## config.mk

```make
export PLATFORM = sky130hd
export DESIGN_NAME = mips_div_unit_flat
export DESIGN_NICKNAME = d
export VERILOG_FILES = /design/src/rtl/mips_div_pkg.sv /design/src/rtl/mips_div_if.sv /design/src/rtl/div_trial_sub.sv /design/src/rtl/mips_div_unit.sv /design/src/flat_wrapper.sv
export SDC_FILE = /design/constraint.sdc
export NUM_CORES = 1
export LEC_CHECK = 0
export ABC_AREA = 1
export CORE_UTILIZATION = 55
export CTS_CLUSTER_DIAMETER = 200
export DETAILED_ROUTE_END_ITERATION = 12
export PLACE_DENSITY = 0.79
export SETUP_SLACK_MARGIN = 0.1
export SLEW_MARGIN = 15
export SYNTH_ARGS = -nofsm -noshare
export SYNTH_HDL_FRONTEND = slang
export SYNTH_SLANG_ARGS = --single-unit
```

## constraint.sdc

```tcl
create_clock -name clk -period 9.7 [get_ports clk]
set_input_delay 1.455 -clock clk [delete_from_list [all_inputs] [get_ports clk]]
set_output_delay 1.455 -clock clk [all_outputs]
set_load 0.02 [all_outputs]
```

## src/rtl/mips_div_pkg.sv

```systemverilog
// Shared types and sizing for the MIPS DIV/DIVU multi-cycle divider.
package mips_div_pkg;

    localparam int unsigned DIV_WIDTH = 32;
    localparam int unsigned DIV_CNT_W = $clog2(DIV_WIDTH);

    typedef enum logic [1:0] {
        StIdle,
        StRun,
        StFix,
        StDone
    } div_state_e;

endpackage

```

## src/rtl/mips_div_if.sv

```systemverilog
// Request/result bundle between the EX stage and the divider.
interface mips_div_if #(
    parameter int unsigned WIDTH = 32
);
    logic             start;
    logic             is_signed;
    logic [WIDTH-1:0] dividend;
    logic [WIDTH-1:0] divisor;
    logic             busy;
    logic             done;
    logic             div_zero;
    logic [WIDTH-1:0] lo;
    logic [WIDTH-1:0] hi;

    modport master (
        output start, is_signed, dividend, divisor,
        input  busy, done, div_zero, lo, hi
    );

    modport slave (
        input  start, is_signed, dividend, divisor,
        output busy, done, div_zero, lo, hi
    );
endinterface

```

## src/rtl/div_trial_sub.sv

```systemverilog
// Combinational WIDTH+1-bit trial subtract, built as a + ~b + 1 like the ALU subtractor.
module div_trial_sub #(
    parameter int unsigned WIDTH = 32
) (
    input  logic [WIDTH:0] a_i,
    input  logic [WIDTH:0] b_i,
    output logic [WIDTH:0] diff_o,
    output logic           no_borrow_o
);
    logic [WIDTH+1:0] sum;

    // Carry out of the top bit is set exactly when a_i >= b_i.
    assign sum         = {1'b0, a_i} + {1'b0, ~b_i} + {{(WIDTH + 1){1'b0}}, 1'b1};
    assign diff_o      = sum[WIDTH:0];
    assign no_borrow_o = sum[WIDTH+1];
endmodule

```

## src/rtl/mips_div_unit.sv

```systemverilog
// Multi-cycle restoring divider for DIV/DIVU: quotient to lo, remainder to hi.
// Signed support (abs at accept, sign fix-up) is built only with MIPS_DIV_SIGNED_EN defined.
module mips_div_unit
    import mips_div_pkg::*;
#(
    parameter int unsigned WIDTH = DIV_WIDTH,
    parameter int unsigned CNT_W = DIV_CNT_W
) (
    input logic      clk,
    input logic      rst,
    mips_div_if.slave bus
);
    div_state_e       state_q, state_d;
    logic [CNT_W-1:0] count_q, count_d;
    logic [WIDTH-1:0] rem_q, rem_d;
    logic [WIDTH-1:0] quo_q, quo_d;
    logic [WIDTH-1:0] dsor_q, dsor_d;
    logic [WIDTH-1:0] dend_q, dend_d;
    logic             neg_quo_q, neg_quo_d;
    logic             neg_rem_q, neg_rem_d;
    logic             zero_q, zero_d;
    logic             busy_q, busy_d;
    logic             done_q, done_d;
    logic             div_zero_q, div_zero_d;
    logic [WIDTH-1:0] lo_q, lo_d;
    logic [WIDTH-1:0] hi_q, hi_d;

    logic             neg_a, neg_b;
    logic [WIDTH-1:0] mag_a, mag_b;
    logic [WIDTH:0]   trial_a, trial_diff;
    logic             no_borrow;
    logic             unused_diff_msb;

`ifdef MIPS_DIV_SIGNED_EN
    assign neg_a = bus.is_signed & bus.dividend[WIDTH-1];
    assign neg_b = bus.is_signed & bus.divisor[WIDTH-1];
`else
    assign neg_a = 1'b0;
    assign neg_b = 1'b0;
`endif
    assign mag_a = neg_a ? -bus.dividend : bus.dividend;
    assign mag_b = neg_b ? -bus.divisor : bus.divisor;

    // Keep the remainder's top bit in the trial so divisors >= 2^(WIDTH-1) still work.
    assign trial_a         = {rem_q, quo_q[WIDTH-1]};
    assign unused_diff_msb = trial_diff[WIDTH];

    div_trial_sub #(
        .WIDTH(WIDTH)
    ) u_trial_sub (
        .a_i        (trial_a),
        .b_i        ({1'b0, dsor_q}),
        .diff_o     (trial_diff),
        .no_borrow_o(no_borrow)
    );

    always_comb begin
        state_d    = state_q;
        count_d    = count_q;
        rem_d      = rem_q;
        quo_d      = quo_q;
        dsor_d     = dsor_q;
        dend_d     = dend_q;
        neg_quo_d  = neg_quo_q;
        neg_rem_d  = neg_rem_q;
        zero_d     = zero_q;
        busy_d     = busy_q;
        done_d     = 1'b0;
        div_zero_d = div_zero_q;
        lo_d       = lo_q;
        hi_d       = hi_q;

        unique case (state_q)
            StIdle: begin
                if (bus.start) begin
                    rem_d     = '0;
                    quo_d     = mag_a;
                    dsor_d    = mag_b;
                    dend_d    = bus.dividend;
                    neg_quo_d = neg_a ^ neg_b;
                    neg_rem_d = neg_a;
                    zero_d    = (bus.divisor == '0);
                    count_d   = CNT_W'(WIDTH - 1);
                    busy_d    = 1'b1;
                    state_d   = StRun;
                end
            end
            StRun: begin
                quo_d   = {quo_q[WIDTH-2:0], no_borrow};
                rem_d   = no_borrow ? trial_diff[WIDTH-1:0] : trial_a[WIDTH-1:0];
                count_d = count_q - 1'b1;
                if (count_q == '0) begin
                    state_d = StFix;
                end
            end
            StFix: begin
                if (!zero_q && neg_quo_q) quo_d = -quo_q;
                if (!zero_q && neg_rem_q) rem_d = -rem_q;
                state_d = StDone;
            end
            StDone: begin
                lo_d       = zero_q ? '1 : quo_q;
                hi_d       = zero_q ? dend_q : rem_q;
                div_zero_d = zero_q;
                done_d     = 1'b1;
                busy_d     = 1'b0;
                state_d    = StIdle;
            end
            default: state_d = StIdle;
        endcase
    end

    always_ff @(posedge clk or posedge rst) begin
        if (rst) begin
            state_q    <= StIdle;
            count_q    <= '0;
            rem_q      <= '0;
            quo_q      <= '0;
            dsor_q     <= '0;
            dend_q     <= '0;
            neg_quo_q  <= 1'b0;
            neg_rem_q  <= 1'b0;
            zero_q     <= 1'b0;
            busy_q     <= 1'b0;
            done_q     <= 1'b0;
            div_zero_q <= 1'b0;
            lo_q       <= '0;
            hi_q       <= '0;
        end else begin
            state_q    <= state_d;
            count_q    <= count_d;
            rem_q      <= rem_d;
            quo_q      <= quo_d;
            dsor_q     <= dsor_d;
            dend_q     <= dend_d;
            neg_quo_q  <= neg_quo_d;
            neg_rem_q  <= neg_rem_d;
            zero_q     <= zero_d;
            busy_q     <= busy_d;
            done_q     <= done_d;
            div_zero_q <= div_zero_d;
            lo_q       <= lo_d;
            hi_q       <= hi_d;
        end
    end

    assign bus.busy     = busy_q;
    assign bus.done     = done_q;
    assign bus.div_zero = div_zero_q;
    assign bus.lo       = lo_q;
    assign bus.hi       = hi_q;
endmodule

```

## src/flat_wrapper.sv

```systemverilog
// flat-port wrapper written by rule: the top's interface ports become plain ports
module mips_div_unit_flat import mips_div_pkg::*;
#(
    parameter int unsigned WIDTH = DIV_WIDTH,
    parameter int unsigned CNT_W = DIV_CNT_W
)
  (clk, rst, bus_start, bus_is_signed, bus_dividend, bus_divisor, bus_busy, bus_done, bus_div_zero, bus_lo, bus_hi);
  mips_div_if #(.WIDTH(WIDTH)) bus_i ();
  input logic clk;
  input logic rst;
  input wire logic [$bits(bus_i.start)-1:0] bus_start;
  input wire logic [$bits(bus_i.is_signed)-1:0] bus_is_signed;
  input wire logic [$bits(bus_i.dividend)-1:0] bus_dividend;
  input wire logic [$bits(bus_i.divisor)-1:0] bus_divisor;
  output wire logic [$bits(bus_i.busy)-1:0] bus_busy;
  output wire logic [$bits(bus_i.done)-1:0] bus_done;
  output wire logic [$bits(bus_i.div_zero)-1:0] bus_div_zero;
  output wire logic [$bits(bus_i.lo)-1:0] bus_lo;
  output wire logic [$bits(bus_i.hi)-1:0] bus_hi;
  assign bus_i.start = bus_start;
  assign bus_i.is_signed = bus_is_signed;
  assign bus_i.dividend = bus_dividend;
  assign bus_i.divisor = bus_divisor;
  assign bus_busy = bus_i.busy;
  assign bus_done = bus_i.done;
  assign bus_div_zero = bus_i.div_zero;
  assign bus_lo = bus_i.lo;
  assign bus_hi = bus_i.hi;
  mips_div_unit #(.WIDTH(WIDTH), .CNT_W(CNT_W)) u_core (.clk(clk), .rst(rst), .bus(bus_i));
endmodule
```

==> results of run 1 <==
## cells in the mapped netlist, types with 3 or more instances
master / number
ha_1: 38
nor4_1: 4
nand3_1: 117
nor2_1: 104
inv_1: 201
dfrtp_1: 203
clkbuf_1: 42
o21ai_1: 10
nor2_4: 3
o21bai_1: 3
inv_2: 8
nand2_1: 605
a31oi_1: 30
nand2_2: 5
nor3_1: 8
nand4_1: 14
buf_6: 5
buf_2: 11
a21oi_1: 16
xnor2_1: 13
buf_1: 8
o21ai_0: 107
nand3b_1: 18
## logic make-up after synthesis
group	after synthesis	synth area share
flip-flops	203	0.444
AND/OR/NAND/NOR	889	0.324
adder cells (fa/ha/maj)	39	0.0434
AO/OA/AOI/OAI	174	0.0826
buffers and inverters	275	0.0948
XOR/XNOR	14	0.0107
## where the power goes
group / switching (W) / leakage (nW) / total (W) / internal, W
Clock: 0.000334 / 0.348 / 0.000836 / 0.000502
Sequential: 0.000175 / 2.56 / 0.00133 / 0.00115
Combinational: 0.00105 / 4.28 / 0.00162 / 0.000570
Total: 0.00156 / 7.18 / 0.00379 / 0.00222
## how the worst max path moves through the flow
stage	from	to	slack, ns
6_report	bus_start	u_core.count_q[4]	6.43
5_1_grt	bus_start	u_core.count_q[4]	6.18
4_1_cts	bus_start	u_core.count_q[4]	6.44
3_5_place_dp	bus_start	u_core.count_q[4]	5.92
3_3_place_gp	bus_start	u_core.bus.busy	5.99
2_1_floorplan	rst	u_core.bus.busy	2.71
## registers in the layout, indices dropped and copies added (netlist names)
register             count
u_core.bus.hi           32
u_core.bus.lo           32
u_core.dend_q           32
u_core.dsor_q           32
u_core.quo_q            32
u_core.rem_q            32
u_core.count_q           5
u_core.state_q           2
u_core.bus.busy          1
u_core.bus.div_zero      1
u_core.bus.done          1
u_core.zero_q            1
## stage by stage
stage | hold slack (ns) | total power (W) | cell area (µm²)
CTS | 0.474 | 0.00380 | 13600
floorplan | 0.450 | 0.00243 | 11400
global placement | 0.454 | 0.00290 | 12900
finish | 0.473 | 0.00379 | 13600
global route | 0.500 | 0.00407 | 13600
detailed placement | 0.460 | 0.00295 | 12900
## routing by layer
| metal | global-route usage | up-vias | wire [µm] |
|---|---|---|---|
| met5 | 0 | - | 0 |
| met4 | 0.0693 | 0 | 545 |
| met3 | 0.0356 | 38 | 1910 |
| met2 | 0.493 | 329 | 14300 |
| met1 | 0.411 | 4902 | 13600 |
| li1 | - | 5209 | - |
## critical path: cells and delay by family
family / cells / cell delay (ns)
AO/OA/AOI/OAI: 2 / 0.41
buffers and inverters: 4 / 1.14
AND/OR/NAND/NOR: 3 / 0.63
## layout make-up
type,count,area [µm²]
clock buffers,30,622
clock inverters,9,103
fillers,1798,6690
inverters,209,793
multi-input cells,1116,5280
flip-flops and latches,203,5080
well taps,270,338
repair buffers,142,1400
==> key figures, run 1 <==
Run status
  – Run status: completed

STA
  – Period minus WS final: about 3.3 ns
  – Finish-stage setup viols: 0
  – Final TNS setup: 0 ns
  – Setup ws final: between 6 and 7 ns
  – Final period utilization: 0.337
  – Clock skew: around 0.018 ns
  – Relative slew slack: 0.249
  – Unrepaired setup endpoints after global routing: false
  – Final hold violation count: 0
  – Fin. max-slew vios: 0
  – Least-Margin Pin Slew: about 1.1 ns
  – Maximum clock rate: around 310 MHz

Setup path
  – Setup Crit Path Kind: input pin to register
  – CP required: between 10 and 15 ns
  – Worst Path Max Fanout: 54
  – Critical path's slowest cell: clkdlybuf4s50_1
  – Worst path max stage delay: between 0.5 and 0.6 ns
  – Worst reg2reg setup slack: approximately 6.7 ns
  – Setup crit end kind: register
  – Critical path, cell by cell: clkdlybuf4s50_1 > nand2_2 > buf_4 > o21ai_0 > inv_1 > nor3_1 > inv_1 > o21ai_0 > nand3_1
  – Reg2reg path depth: 10
  – Critical R2R Capture: u_core.rem_q[30]
  – Critical path arrival: 3.65 ns
  – Startpoint Class: input pin
  – RR Startpoint: u_core.state_q[0]

Synth
  – Ys async rst share: 1.00
  – Top cell type's share of synthesized area: 0.444
  – Leading area contributor after synthesis: dfrtp_1
  – Synthesis warning total: 0
  – Top cells by area, synth: dfrtp_1 (44%), nand2_1 (20%), inv_1 (6.6%)
  – Avg Cell Area, Syn: 7.17 µm²
  – Post-synth net total: between 1,500 and 2,000
  – Post-synth top flop: dfrtp_1
  – #FFs+latches synth: 203
  – Post-synth EDFFs: 0
  – Mapped Area: about 11,000 µm²
  – Cell variety after synth: 37
  – Register area share after synthesis: 0.444
  – Cell count after synthesis: 1,594

Hold path
  – Worst Hold End: u_core.bus.div_zero
  – Worst min path class: register to register
  – Hold path depth: 2
  – Hold_sp: u_core.bus.div_zero

Routing
  – Vias: ~10,000
  – Vias/cell: 5.29
  – WL per Instance: about 15 µm
  – Initial DRC Count: around 750
  – Antenna viol nets, final: 0
  – Routed Wire Length: 30,400 µm
  – 1st-pass router iterations: 5
  – DRC errors left: 0

Cells and area
  – Commonest cells after routing, fill and taps aside: nand2_1 (604), dfrtp_1 (203), inv_1 (197)
  – Total Nets Final: between 1,500 and 2,000
  – Final Instance Count excl. Fillers: around 2,000
  – Most common cell after layout, fill and taps aside: nand2_1
  – ANT cells: 0
  – Area added between synthesis and finish: 19.1%
  – Layout cell share with drive strength beyond 1: 0.0439
  – Final Core Density: 0.670

GRT
  – Pin count of the biggest net entering global routing: around 130
  – Initial antenna violation count: 0
  – Global-route wire length before repair: 50,700 µm
  – GRT Total Usage: 0.295
  – Gr ovfl total: 0
  – Vias in the first global route: about 10,000

Die
  – Chip height: around 150 µm
  – Die area: ~21,000 µm²
  – FP Rows: between 50 and 60
  – I/O pin cnt: about 140
  – Core Footprint: roughly 20,000 µm²
  – Die X: about 150 µm
  – Initial Util: 0.563

CTS
  – Clk slew on worst S/H paths: about 0.060 ns
  – Setup Fix Bufs, Post-CTS: 0
  – Clock sinks: 203
  – Cts hold-fix bufs: 0
  – CTS tree: built
  – CTS Buf Count: 22
  – Clk_lat worst skew: about 0.51 ns
  – H-tree Lvls: 1
  – CTS max path bufs: 3
  – Clock root buffer master: clkbuf_16
  – # resized after CTS: 0

Placed design
  – Place WS: about 5.9 ns
  – Post-DP HPWL: ~22,000 µm
  – Cells after DPL: between 1,500 and 2,000
  – GP Congestion: 0.941
  – I/O Buffers: approximately 130

Power and ir drop
  – Lkg Pwr: between 7 and 8 nW
  – Peak VDD IR: 174 µV
  – Power per standard cell area: between 200 and 300 nW/µm²

Run
  – Number of max-cap violations: 0
(Power assumes the default switching activity.)
==> run 2: changes to the inputs <==
clock period = 3.05 ns   (was 9.7 ns; I/O delays follow)
==> run 2 against run 1 <==
Die area stayed put; sequential share of layout area is 0.51 points lower; combinational power grew to 3.2 times the previous value; clock-buffer cell count did not move; cell area is 1.4% higher; clock power increased to 3.3 times the previous value; first-iteration DRC count decreased by 19%; final cell count grew 0.76%; largest power group unchanged; highest routed layer unchanged.
==> key figures, run 2 (same netlist as run 1, synthesis figures left out) <==
Run status
  – Run status: completed

CTS
  – H-tree Lvls: 1
  – CTS max path bufs: 3
  – Clk slew on worst S/H paths: approximately 0.06 ns
  – Clk_lat worst skew: 0.50 ns
  – Clock sinks: roughly 200
  – # resized after CTS: 0
  – CTS Buf Count: 22
  – Setup Fix Bufs, Post-CTS: 0
  – CTS tree: built
  – Clock root buffer master: clkbuf_16
  – Cts hold-fix bufs: 0

Setup path
  – Worst Path Max Fanout: 67
  – Critical R2R Capture: u_core.bus.hi[19]
  – RR Startpoint: u_core.state_q[1]
  – Reg2reg path depth: 4
  – CP required: between 3 and 4 ns
  – Critical path, cell by cell: ha_2 > clkinv_2 > nand2_1 > o21ai_0
  – Setup crit end kind: register
  – Setup Crit Path Kind: register to register
  – Critical path's slowest cell: clkinv_2
  – Worst path max stage delay: 0.92 ns
  – Critical path arrival: around 2.9 ns
  – Startpoint Class: register
  – Worst reg2reg setup slack: between 0.4 and 0.5 ns

Routing
  – DRC errors left: 0
  – Antenna viol nets, final: 0
  – Vias: 10,578
  – WL per Instance: around 15 µm
  – Vias/cell: 5.30
  – Initial DRC Count: around 610
  – Routed Wire Length: around 30,000 µm
  – 1st-pass router iterations: 5

GRT
  – Global-route wire length before repair: slightly above 50,000 µm
  – GRT Total Usage: 0.296
  – Pin count of the biggest net entering global routing: between 70 and 80
  – Gr ovfl total: 0
  – Vias in the first global route: around 10,000
  – Initial antenna violation count: 0

Placed design
  – Place WS: around 0.57 ns
  – Cells after DPL: 1,955
  – I/O Buffers: about 130
  – Post-DP HPWL: 22,500 µm
  – GP Congestion: between 0.9 and 1

Power and ir drop
  – Lkg Pwr: ~7.3 nW
  – Peak VDD IR: 730 µV
  – Power per standard cell area: between 800 and 900 nW/µm²

STA
  – Clock skew: approximately 0.012 ns
  – Finish-stage setup viols: 0
  – Fin. max-slew vios: 0
  – Relative slew slack: 0.366
  – Period minus WS final: 2.55 ns
  – Unrepaired setup endpoints after global routing: false
  – Final hold violation count: 0
  – Setup ws final: between 0.4 and 0.5 ns
  – Hold slack: around 0.25 ns
  – Final period utilization: 0.837
  – Maximum clock rate: slightly below 400 MHz
  – Least-Margin Pin Slew: roughly 0.95 ns

Die
  – FP Rows: 52
  – Initial Util: 0.563
  – Chip height: approximately 150 µm
  – Die X: 146 µm
  – Die area: between 20,000 and 25,000 µm²
  – Core Footprint: 20,300 µm²
  – I/O pin cnt: between 100 and 150

Run
  – Number of max-cap violations: 0

Cells and area
  – Final Core Density: 0.680
  – Fillers: approximately 1,800
  – Layout cell share with drive strength beyond 1: 0.0528
  – Commonest cells after routing, fill and taps aside: nand2_1 (604), dfrtp_1 (203), inv_1 (198)
  – Final Instance Count excl. Fillers: between 1,500 and 2,000
  – Area added between synthesis and finish: 20.7%
  – Most common cell after layout, fill and taps aside: nand2_1
  – ANT cells: 0
  – Total Nets Final: roughly 1,800

Hold path
  – Worst min path class: input pin to async pin
[run 2: worst max path at each step]
stage	to	start	cells past startpoint
after floorplan	u_core.bus.busy	rst	1
after global placement	u_core.rem_q[8]	u_core.rem_q[18]	11
after detailed placement	u_core.rem_q[8]	u_core.rem_q[18]	11
after CTS	u_core.rem_q[6]	u_core.rem_q[18]	11
after global routing	u_core.bus.hi[19]	u_core.state_q[1]	4
final	u_core.bus.hi[19]	u_core.state_q[1]	4
[run 2: final cells by class]
class,count,area [µm²],area share
Clock buffer,30,632,0.0458
Timing Repair Buffer,157,1560,0.113
Inverter,209,790,0.0572
Clock inverter,9,124,0.00898
Sequential cell,203,5080,0.368
Multi-Input combinational cell,1116,5280,0.382
Tap cell,270,338,0.0245
[run 2: critical path, delay by kind of cell (launching register included)]
| kind | cells | cell delay (ns) |
|---|---|---|
| buf+inv | 1 | 0.92 |
| fa+ha+maj | 1 | 0.64 |
| flops | 1 | 0.38 |
| simple gates | 1 | 0.27 |
| compound gates | 1 | 0.15 |
[run 2: routing by layer]
metal	up-vias	share of wire	GRT usage	wire [µm]
li1	5240	-	-	-
met1	4947	0.44	0.404	13400
met2	332	0.47	0.498	14200
met3	59	0.060	0.0338	1820
met4	0	0.027	0.0859	814
met5	-	0	0	0
[run 2: where the power goes]
group | leakage [nW] | internal, W | switching [W]
registers | 2.56 | 0.00366 | 0.000555
clock network | 0.376 | 0.00170 | 0.00107
logic | 4.36 | 0.00186 | 0.00336
total | 7.30 | 0.00722 | 0.00498
[run 2: metrics by stage]
| stage | area, µm² | TNS [ns] | total power [W] |
|---|---|---|---|
| finish | 13800 | 0 | 0.0122 |
| global route | 13800 | 0 | 0.0131 |
| CTS | 13800 | 0 | 0.0123 |
| detailed placement | 13000 | 0 | 0.00943 |
| global placement | 13000 | 0 | 0.00927 |
| floorplan | 11400 | -7.67 | 0.00772 |
